$ cat config.mk
export PLATFORM = sky130hd
export DESIGN_NAME = fmcrop_flat
export DESIGN_NICKNAME = d
export VERILOG_FILES = /design/src/rtl/fmcrop_if.sv /design/src/rtl/fmcrop.sv /design/src/flat_wrapper.sv
export SDC_FILE = /design/constraint.sdc
export NUM_CORES = 1
export LEC_CHECK = 0
export CAP_MARGIN = 20
export CORE_MARGIN = 3
export CORE_UTILIZATION = 30
export CTS_CLUSTER_DIAMETER = 80
export DETAILED_ROUTE_END_ITERATION = 16
export GPL_TIMING_DRIVEN = 0
export SYNTH_ARGS = -nofsm -noshare
export SYNTH_HDL_FRONTEND = slang
export SYNTH_SLANG_ARGS = --single-unit
$ cat constraint.sdc
create_clock -name ap_clk -period 6.4 [get_ports ap_clk]
set_input_delay 1.28 -clock ap_clk [delete_from_list [all_inputs] [get_ports ap_clk]]
set_output_delay 1.28 -clock ap_clk [all_outputs]
set_load 0.005 [all_outputs]
$ cat src/rtl/fmcrop_if.sv
// AXI-Stream style handshake bundle for the crop core.
// The master drives valid/data and the slave drives ready.
interface fmcrop_if #(
   parameter int unsigned STREAM_BITS = 16
) ();
   logic                   tvalid;
   logic                   tready;
   logic [STREAM_BITS-1:0] tdata;

   modport master (output tvalid, output tdata, input tready);
   modport slave  (input tvalid, input tdata, output tready);
endinterface

$ cat src/rtl/fmcrop.sv
// Feature-map crop: forwards only the beats of pixels inside a programmable window.
// Geometry writes land in shadow registers and take effect at the next frame start.
module fmcrop #(
   parameter int unsigned XCOUNTER_BITS = 8,
   parameter int unsigned YCOUNTER_BITS = 8,
   parameter int unsigned NUM_CHANNELS  = 4,
   parameter int unsigned SIMD          = 2,
   parameter int unsigned ELEM_BITS     = 8,
   parameter int unsigned INIT_XON      = 1,
   parameter int unsigned INIT_XOFF     = 3,
   parameter int unsigned INIT_XEND     = 3,
   parameter int unsigned INIT_YON      = 1,
   parameter int unsigned INIT_YOFF     = 3,
   parameter int unsigned INIT_YEND     = 3
) (
   input  logic        ap_clk,
   input  logic        ap_rst,
   input  logic        we,
   input  logic [4:0]  wa,
   input  logic [31:0] wd,
   fmcrop_if.slave     s_axis,
   fmcrop_if.master    m_axis
);
   localparam int unsigned STREAM_BITS = 8 * (1 + (SIMD * ELEM_BITS - 1) / 8);
   localparam int unsigned FOLD        = NUM_CHANNELS / SIMD;
   localparam int unsigned CF_BITS     = (FOLD > 1) ? $clog2(FOLD) : 1;

   typedef logic [XCOUNTER_BITS-1:0] x_t;
   typedef logic [YCOUNTER_BITS-1:0] y_t;
   typedef logic [CF_BITS-1:0]       cf_t;

   localparam cf_t CF_LAST = cf_t'(FOLD - 1);

   cf_t r_cf;
   x_t  r_x;
   y_t  r_y;
   x_t  r_xon, r_xoff, r_xend, r_s_xon, r_s_xoff, r_s_xend;
   y_t  r_yon, r_yoff, r_yend, r_s_yon, r_s_yoff, r_s_yend;

   logic [STREAM_BITS-1:0] r_mem [2];
   logic                   r_wr;
   logic                   r_rd;
   logic [1:0]             r_cnt;
   logic                   r_valid;
   logic                   r_s_ready;

   logic       w_start;
   x_t         w_xon, w_xoff, w_xend;
   y_t         w_yon, w_yoff, w_yend;
   logic       w_keep;
   logic       w_acc;
   logic       w_push;
   logic       w_pop;
   logic [1:0] w_cnt_nxt;
   logic       w_unused;

   // At frame start the shadow set is the one in force, even for the very first beat.
   assign w_start = (r_cf == '0) && (r_x == '0) && (r_y == '0);
   assign w_xon   = w_start ? r_s_xon  : r_xon;
   assign w_xoff  = w_start ? r_s_xoff : r_xoff;
   assign w_xend  = w_start ? r_s_xend : r_xend;
   assign w_yon   = w_start ? r_s_yon  : r_yon;
   assign w_yoff  = w_start ? r_s_yoff : r_yoff;
   assign w_yend  = w_start ? r_s_yend : r_yend;

   assign w_keep    = (r_x >= w_xon) && (r_x < w_xoff) && (r_y >= w_yon) && (r_y < w_yoff);
   assign w_acc     = s_axis.tvalid & r_s_ready;
   assign w_push    = w_acc & w_keep;
   assign w_pop     = r_valid & m_axis.tready;
   assign w_cnt_nxt = r_cnt + {1'b0, w_push} - {1'b0, w_pop};
   assign w_unused  = ^{wa[1:0], wd};

   assign s_axis.tready = r_s_ready;
   assign m_axis.tvalid = r_valid;
   assign m_axis.tdata  = r_mem[r_rd];

   always_ff @(posedge ap_clk or posedge ap_rst) begin
      if (ap_rst) begin
         r_s_xon  <= x_t'(INIT_XON);
         r_s_xoff <= x_t'(INIT_XOFF);
         r_s_xend <= x_t'(INIT_XEND);
         r_s_yon  <= y_t'(INIT_YON);
         r_s_yoff <= y_t'(INIT_YOFF);
         r_s_yend <= y_t'(INIT_YEND);
         r_xon    <= x_t'(INIT_XON);
         r_xoff   <= x_t'(INIT_XOFF);
         r_xend   <= x_t'(INIT_XEND);
         r_yon    <= y_t'(INIT_YON);
         r_yoff   <= y_t'(INIT_YOFF);
         r_yend   <= y_t'(INIT_YEND);
      end else begin
         if (we) begin
            case (wa[4:2])
               3'd0:    r_s_xon  <= wd[XCOUNTER_BITS-1:0];
               3'd1:    r_s_xoff <= wd[XCOUNTER_BITS-1:0];
               3'd2:    r_s_xend <= wd[XCOUNTER_BITS-1:0];
               3'd3:    r_s_yon  <= wd[YCOUNTER_BITS-1:0];
               3'd4:    r_s_yoff <= wd[YCOUNTER_BITS-1:0];
               3'd5:    r_s_yend <= wd[YCOUNTER_BITS-1:0];
               default: ;
            endcase
         end
         if (w_start) begin
            r_xon  <= r_s_xon;
            r_xoff <= r_s_xoff;
            r_xend <= r_s_xend;
            r_yon  <= r_s_yon;
            r_yoff <= r_s_yoff;
            r_yend <= r_s_yend;
         end
      end
   end

   always_ff @(posedge ap_clk or posedge ap_rst) begin
      if (ap_rst) begin
         r_cf <= '0;
         r_x  <= '0;
         r_y  <= '0;
      end else if (w_acc) begin
         if (r_cf == CF_LAST) begin
            r_cf <= '0;
            if (r_x == w_xend) begin
               r_x <= '0;
               r_y <= (r_y == w_yend) ? '0 : r_y + y_t'(1);
            end else begin
               r_x <= r_x + x_t'(1);
            end
         end else begin
            r_cf <= r_cf + cf_t'(1);
         end
      end
   end

   // Two-entry output buffer; ready looks at the occupancy left after this cycle.
   always_ff @(posedge ap_clk or posedge ap_rst) begin
      if (ap_rst) begin
         r_mem[0]  <= '0;
         r_mem[1]  <= '0;
         r_wr      <= 1'b0;
         r_rd      <= 1'b0;
         r_cnt     <= 2'd0;
         r_valid   <= 1'b0;
         r_s_ready <= 1'b0;
      end else begin
         if (w_push) begin
            r_mem[r_wr] <= s_axis.tdata;
            r_wr        <= ~r_wr;
         end
         if (w_pop) begin
            r_rd <= ~r_rd;
         end
         r_cnt     <= w_cnt_nxt;
         r_valid   <= (w_cnt_nxt != 2'd0);
         r_s_ready <= ~w_cnt_nxt[1];
      end
   end
endmodule

$ cat src/flat_wrapper.sv
// flat-port wrapper written by rule: the top's interface ports become plain ports
module fmcrop_flat 
#(
   parameter int unsigned XCOUNTER_BITS = 8,
   parameter int unsigned YCOUNTER_BITS = 8,
   parameter int unsigned NUM_CHANNELS  = 4,
   parameter int unsigned SIMD          = 2,
   parameter int unsigned ELEM_BITS     = 8,
   parameter int unsigned INIT_XON      = 1,
   parameter int unsigned INIT_XOFF     = 3,
   parameter int unsigned INIT_XEND     = 3,
   parameter int unsigned INIT_YON      = 1,
   parameter int unsigned INIT_YOFF     = 3,
   parameter int unsigned INIT_YEND     = 3
)
  (ap_clk, ap_rst, we, wa, wd, s_axis_tvalid, s_axis_tdata, s_axis_tready, m_axis_tvalid, m_axis_tdata, m_axis_tready);
  fmcrop_if #(.STREAM_BITS(16)) s_axis_i ();
  fmcrop_if #(.STREAM_BITS(16)) m_axis_i ();
  input  logic ap_clk;
  input  logic ap_rst;
  input  logic we;
  input  logic [4:0] wa;
  input  logic [31:0] wd;
  input wire logic [$bits(s_axis_i.tvalid)-1:0] s_axis_tvalid;
  input wire logic [$bits(s_axis_i.tdata)-1:0] s_axis_tdata;
  output wire logic [$bits(s_axis_i.tready)-1:0] s_axis_tready;
  output wire logic [$bits(m_axis_i.tvalid)-1:0] m_axis_tvalid;
  output wire logic [$bits(m_axis_i.tdata)-1:0] m_axis_tdata;
  input wire logic [$bits(m_axis_i.tready)-1:0] m_axis_tready;
  assign s_axis_i.tvalid = s_axis_tvalid;
  assign s_axis_i.tdata = s_axis_tdata;
  assign s_axis_tready = s_axis_i.tready;
  assign m_axis_tvalid = m_axis_i.tvalid;
  assign m_axis_tdata = m_axis_i.tdata;
  assign m_axis_i.tready = m_axis_tready;
  fmcrop #(.XCOUNTER_BITS(XCOUNTER_BITS), .YCOUNTER_BITS(YCOUNTER_BITS), .NUM_CHANNELS(NUM_CHANNELS), .SIMD(SIMD), .ELEM_BITS(ELEM_BITS), .INIT_XON(INIT_XON), .INIT_XOFF(INIT_XOFF), .INIT_XEND(INIT_XEND), .INIT_YON(INIT_YON), .INIT_YOFF(INIT_YOFF), .INIT_YEND(INIT_YEND)) u_core (.ap_clk(ap_clk), .ap_rst(ap_rst), .we(we), .wa(wa), .wd(wd), .s_axis(s_axis_i), .m_axis(m_axis_i));
endmodule
==> results by group <==
Pwr
  – Worst vdd ir: between 150 and 200 uV
  – Leak: 4.34 nW
  – Power Density: between 300 and 400 nW/um2

GRT
  – Overall global routing resource usage: a little over an eighth
  – Initial antenna violation count: 0
  – Grt ovf: 0
  – GRT busiest layer: met2
  – First-pass GRT wire length: 26.9 mm
  – Largest net degree at the start of global routing: 79
  – Met3 usage: 2.32%
  – GR Layer Usage met2: 21.1%
  – Met1 Usage GRT: ~18%
  – Vias in the first global route: 4758

STA
  – Slew @ Worst Pin: approximately 0.9 ns
  – Hold Violations, Final: 0
  – Fin crit share: between 90% and 100%
  – Setup violators final: 0
  – Worst Setup Slack, final: 0.410 ns
  – Crit path time final: roughly 6.0 ns
  – Fin. max-slew vios: 0
  – Clock skew: roughly 0.014 ns
  – RSZ-0062 raised after global routing: no
  – Max Fclk: 167 MHz
  – Relative slew slack: 40.6%

Placed design
  – Gpl congestion: 0.771
  – HPWL after DPL: 11.4 mm
  – Placed cell area: 8250 um2
  – Pre-CTS setup slack: 0.353 ns
  – # port buffers: between 40 and 50

Floorplan
  – Die X-Extent: 162 um
  – Initial Util: 30.8%
  – Die H: between 150 and 200 um
  – I/O pins: 76
  – DIE AREA: 26300 um2
  – Rows: 56
  – Core area: 23800 um2

Logic synthesis
  – Most numerous cell in the Yosys netlist: dfrtp_1
  – Synth area leaders: dfrtp_1, mux2_2, dfstp_2, ha_1, mux2i_1
  – Netlist cell types: 53
  – Seq/Total Area, Yosys: between 50% and 60%
  – Top cells by count, synth: dfrtp_1, mux2_2, inv_1
  – Yosys top cell by area: dfrtp_1
  – Synthesized area: around 7300 um2
  – Top cell type's share of synthesized area: between 40% and 50%
  – Post-synth EDFFs: 0
  – Average cell area after synthesis: 12.8 um2
  – Post-Syn Instances: 573
  – Async S/R FF share, synth: 100%
  – #FFs+latches synth: 151
  – YS warnings: 0
  – Mapped Nets: 667
  – Top FF cell, synth: dfrtp_1

Setup path
  – Worst Setup End Kind: flop
  – Crit start category: flop
  – RR Startpoint: u_core.r_y[0]
  – CP arrival: 6.28 ns
  – CP Data Required Time: around 6.7 ns
  – Worst-path cell chain: inv_1 -> ha_1 -> nor3b_1 -> nand4_1 -> buf_6 -> clkbuf_1 -> clkbuf_1 -> mux2i_1 -> ha_1 -> nor2_1 -> o21ai_0 -> a2111oi_0 -> o2111ai_1 -> a2111oi_2 -> nand3b_1 -> buf_2 -> mux2_2
  – Max stage delay on crit path: 0.66 ns
  – Crit path from: u_core.r_y[0]
  – CP max stage cell: clkbuf_1
  – Worst-path maximum fanout: 10
  – Critical path class: flop to flop

Route
  – Routed wire length: between 15 and 20 mm
  – DR pass1 iterations: 4
  – Starting DRT DRC Count: 198
  – DRC: 0
  – Vias: 4556
  – WL per Instance: around 17 um
  – Post-route ant nets: 0
  – Vias per cell: approximately 4.7

Cells and area
  – Nets@finish: 738
  – Synthesis-to-finish area growth: 20.5%
  – Layout cell share with drive strength beyond 1: between 30 and 40%
  – Fill count: 2313
  – Layout Utilization: between 30% and 40%
  – Inserted Diodes: 0
  – Post-route cell area: ~8800 um2

Hold path
  – Hold Startpoint: u_core.r_wr
  – Min-delay worst type: flop to flop

Clocking
  – Cts bufs inserted: 17
  – H-tree lvl count: 4
  – TritonCTS Sinks: between 150 and 200
  – CTS tree: yes
  – Hold buffers post-CTS: 0
  – Post-cts sizing count: 0
  – Clk slew on worst S/H paths: 0.06 ns
  – Worst-Skew Late Latency: 0.42 ns
  – Post-CTS setup buffer count: 0
  – Max Root-Sink Buffers: 2
  – Root buf cell: clkbuf_16

Flow run
  – Max_cap viols: 0

Status
  – Status: completed
path summary, 6_finish.rpt:
path / end / slack, ns / depth (start not counted)
worst max-delay path: u_core.r_mem[31] / 0.41 / 17
max in group asynchronous: u_core.r_s_yoff[0] / 4.20 / 3
worst max register to register: u_core.r_mem[31] / 0.41 / 17
worst min-delay path: u_core.r_wr / 0.49 / 1
worst min register to register: u_core.r_wr / 0.49 / 1
min in group asynchronous: u_core.r_yon[3] / 1.36 / 2
per-stage QoR:
stage                     std cells  power (W)  setup TNS [ns]  hold WS [ns]
after floorplan                 573    0.00156               0         0.454
after global placement          939    0.00174         -158.52         0.470
after detailed placement        944    0.00175               0         0.478
after CTS                       976    0.00273               0         0.490
after global routing            976    0.00285               0         0.519
final                           976    0.00268               0         0.485
placed cells by master (no fill, tap or decap), types with 3 or more instances in the layout:
master / instances
inv_1: 40
clkbuf_1: 10
nand3_1: 12
a21o_1: 6
ha_1: 36
a211o_1: 3
clkdlybuf4s50_1: 47
nor3b_1: 3
clkinv_4: 3
buf_6: 3
dfrtp_1: 131
xnor2_1: 5
inv_6: 4
xor2_1: 12
nand2_1: 16
and2_1: 3
nor2_1: 18
nor2b_1: 13
buf_4: 4
clkinv_2: 3
nor3_1: 6
nand2b_1: 4
a21oi_1: 7
mux2_2: 121
buf_2: 5
or2_2: 3
dfstp_2: 20
o211ai_1: 6
clkbuf_16: 17
mux2i_1: 27
and3_1: 4
nand4_1: 5
a2111oi_0: 4
a22o_1: 10
o21ai_0: 9
final cells by class:
| type | count | area, um2 | share of cell area, % |
|---|---|---|---|
| flip-flops and latches | 151 | 3800 | 43.2 |
| multi-input cells | 360 | 3250 | 36.8 |
| repair buffers | 52 | 526 | 5.96 |
| clock buffers | 19 | 453 | 5.14 |
| well taps | 319 | 399 | 4.53 |
| inverters | 41 | 159 | 1.80 |
| clock inverters | 13 | 114 | 1.29 |
| plain buffers | 21 | 113 | 1.28 |
worst max-delay path: cells and delay by family (launching register included):
kind / cells / cell delay [ns]
buffers and inverters: 5 / 1.92
muxes: 2 / 0.55
DFF: 1 / 0.50
and+or+nand+nor: 4 / 0.87
AOI/OAI and AO/OA: 4 / 1.50
adders and majority gates: 2 / 0.54
report_power, final:
part           internal [W]  leakage (nW)  switching (W)
Sequential          0.00107          1.93       0.000113
Combinational      0.000260          2.13       0.000282
Clock              0.000529         0.281       0.000427
Total               0.00186          4.34       0.000822
state kept, by name (all words and copies together) (netlist names), 8 cells and up:
| register | flops |
|---|---|
| u_core.r_yon | 8 |
| u_core.r_s_xon | 8 |
| u_core.r_x | 8 |
| u_core.r_mem | 32 |
| u_core.r_s_xoff | 8 |
| u_core.r_yend | 8 |
| u_core.r_xend | 8 |
| u_core.r_s_yoff | 8 |
| u_core.r_s_xend | 8 |
| u_core.r_y | 8 |
| u_core.r_s_yon | 8 |
| u_core.r_yoff | 8 |
| u_core.r_s_yend | 8 |
| u_core.r_xon | 8 |
| u_core.r_xoff | 8 |
logic make-up (layout without fill, tap and decap cells):
group | after synthesis | count (layout) | synth area share (%)
AOI/OAI and AO/OA | 58 | 58 | 5.98
xor gates and xnor gates | 17 | 17 | 2.03
adders and majority gates | 36 | 36 | 6.16
buffers and inverters | 62 | 146 | 3.64
DFF | 151 | 151 | 52.0
muxes | 149 | 149 | 22.5
and+or+nand+nor | 100 | 100 | 7.68
per-layer routing:
metal / routed length (um) / vias to the layer above
li1: - / 2192
met1: 7860 / 2296
met2: 7700 / 58
met3: 438 / 10
met4: 176 / 0
met5: 0 / -
No activity file was read; power rests on OpenSTA's default activity.
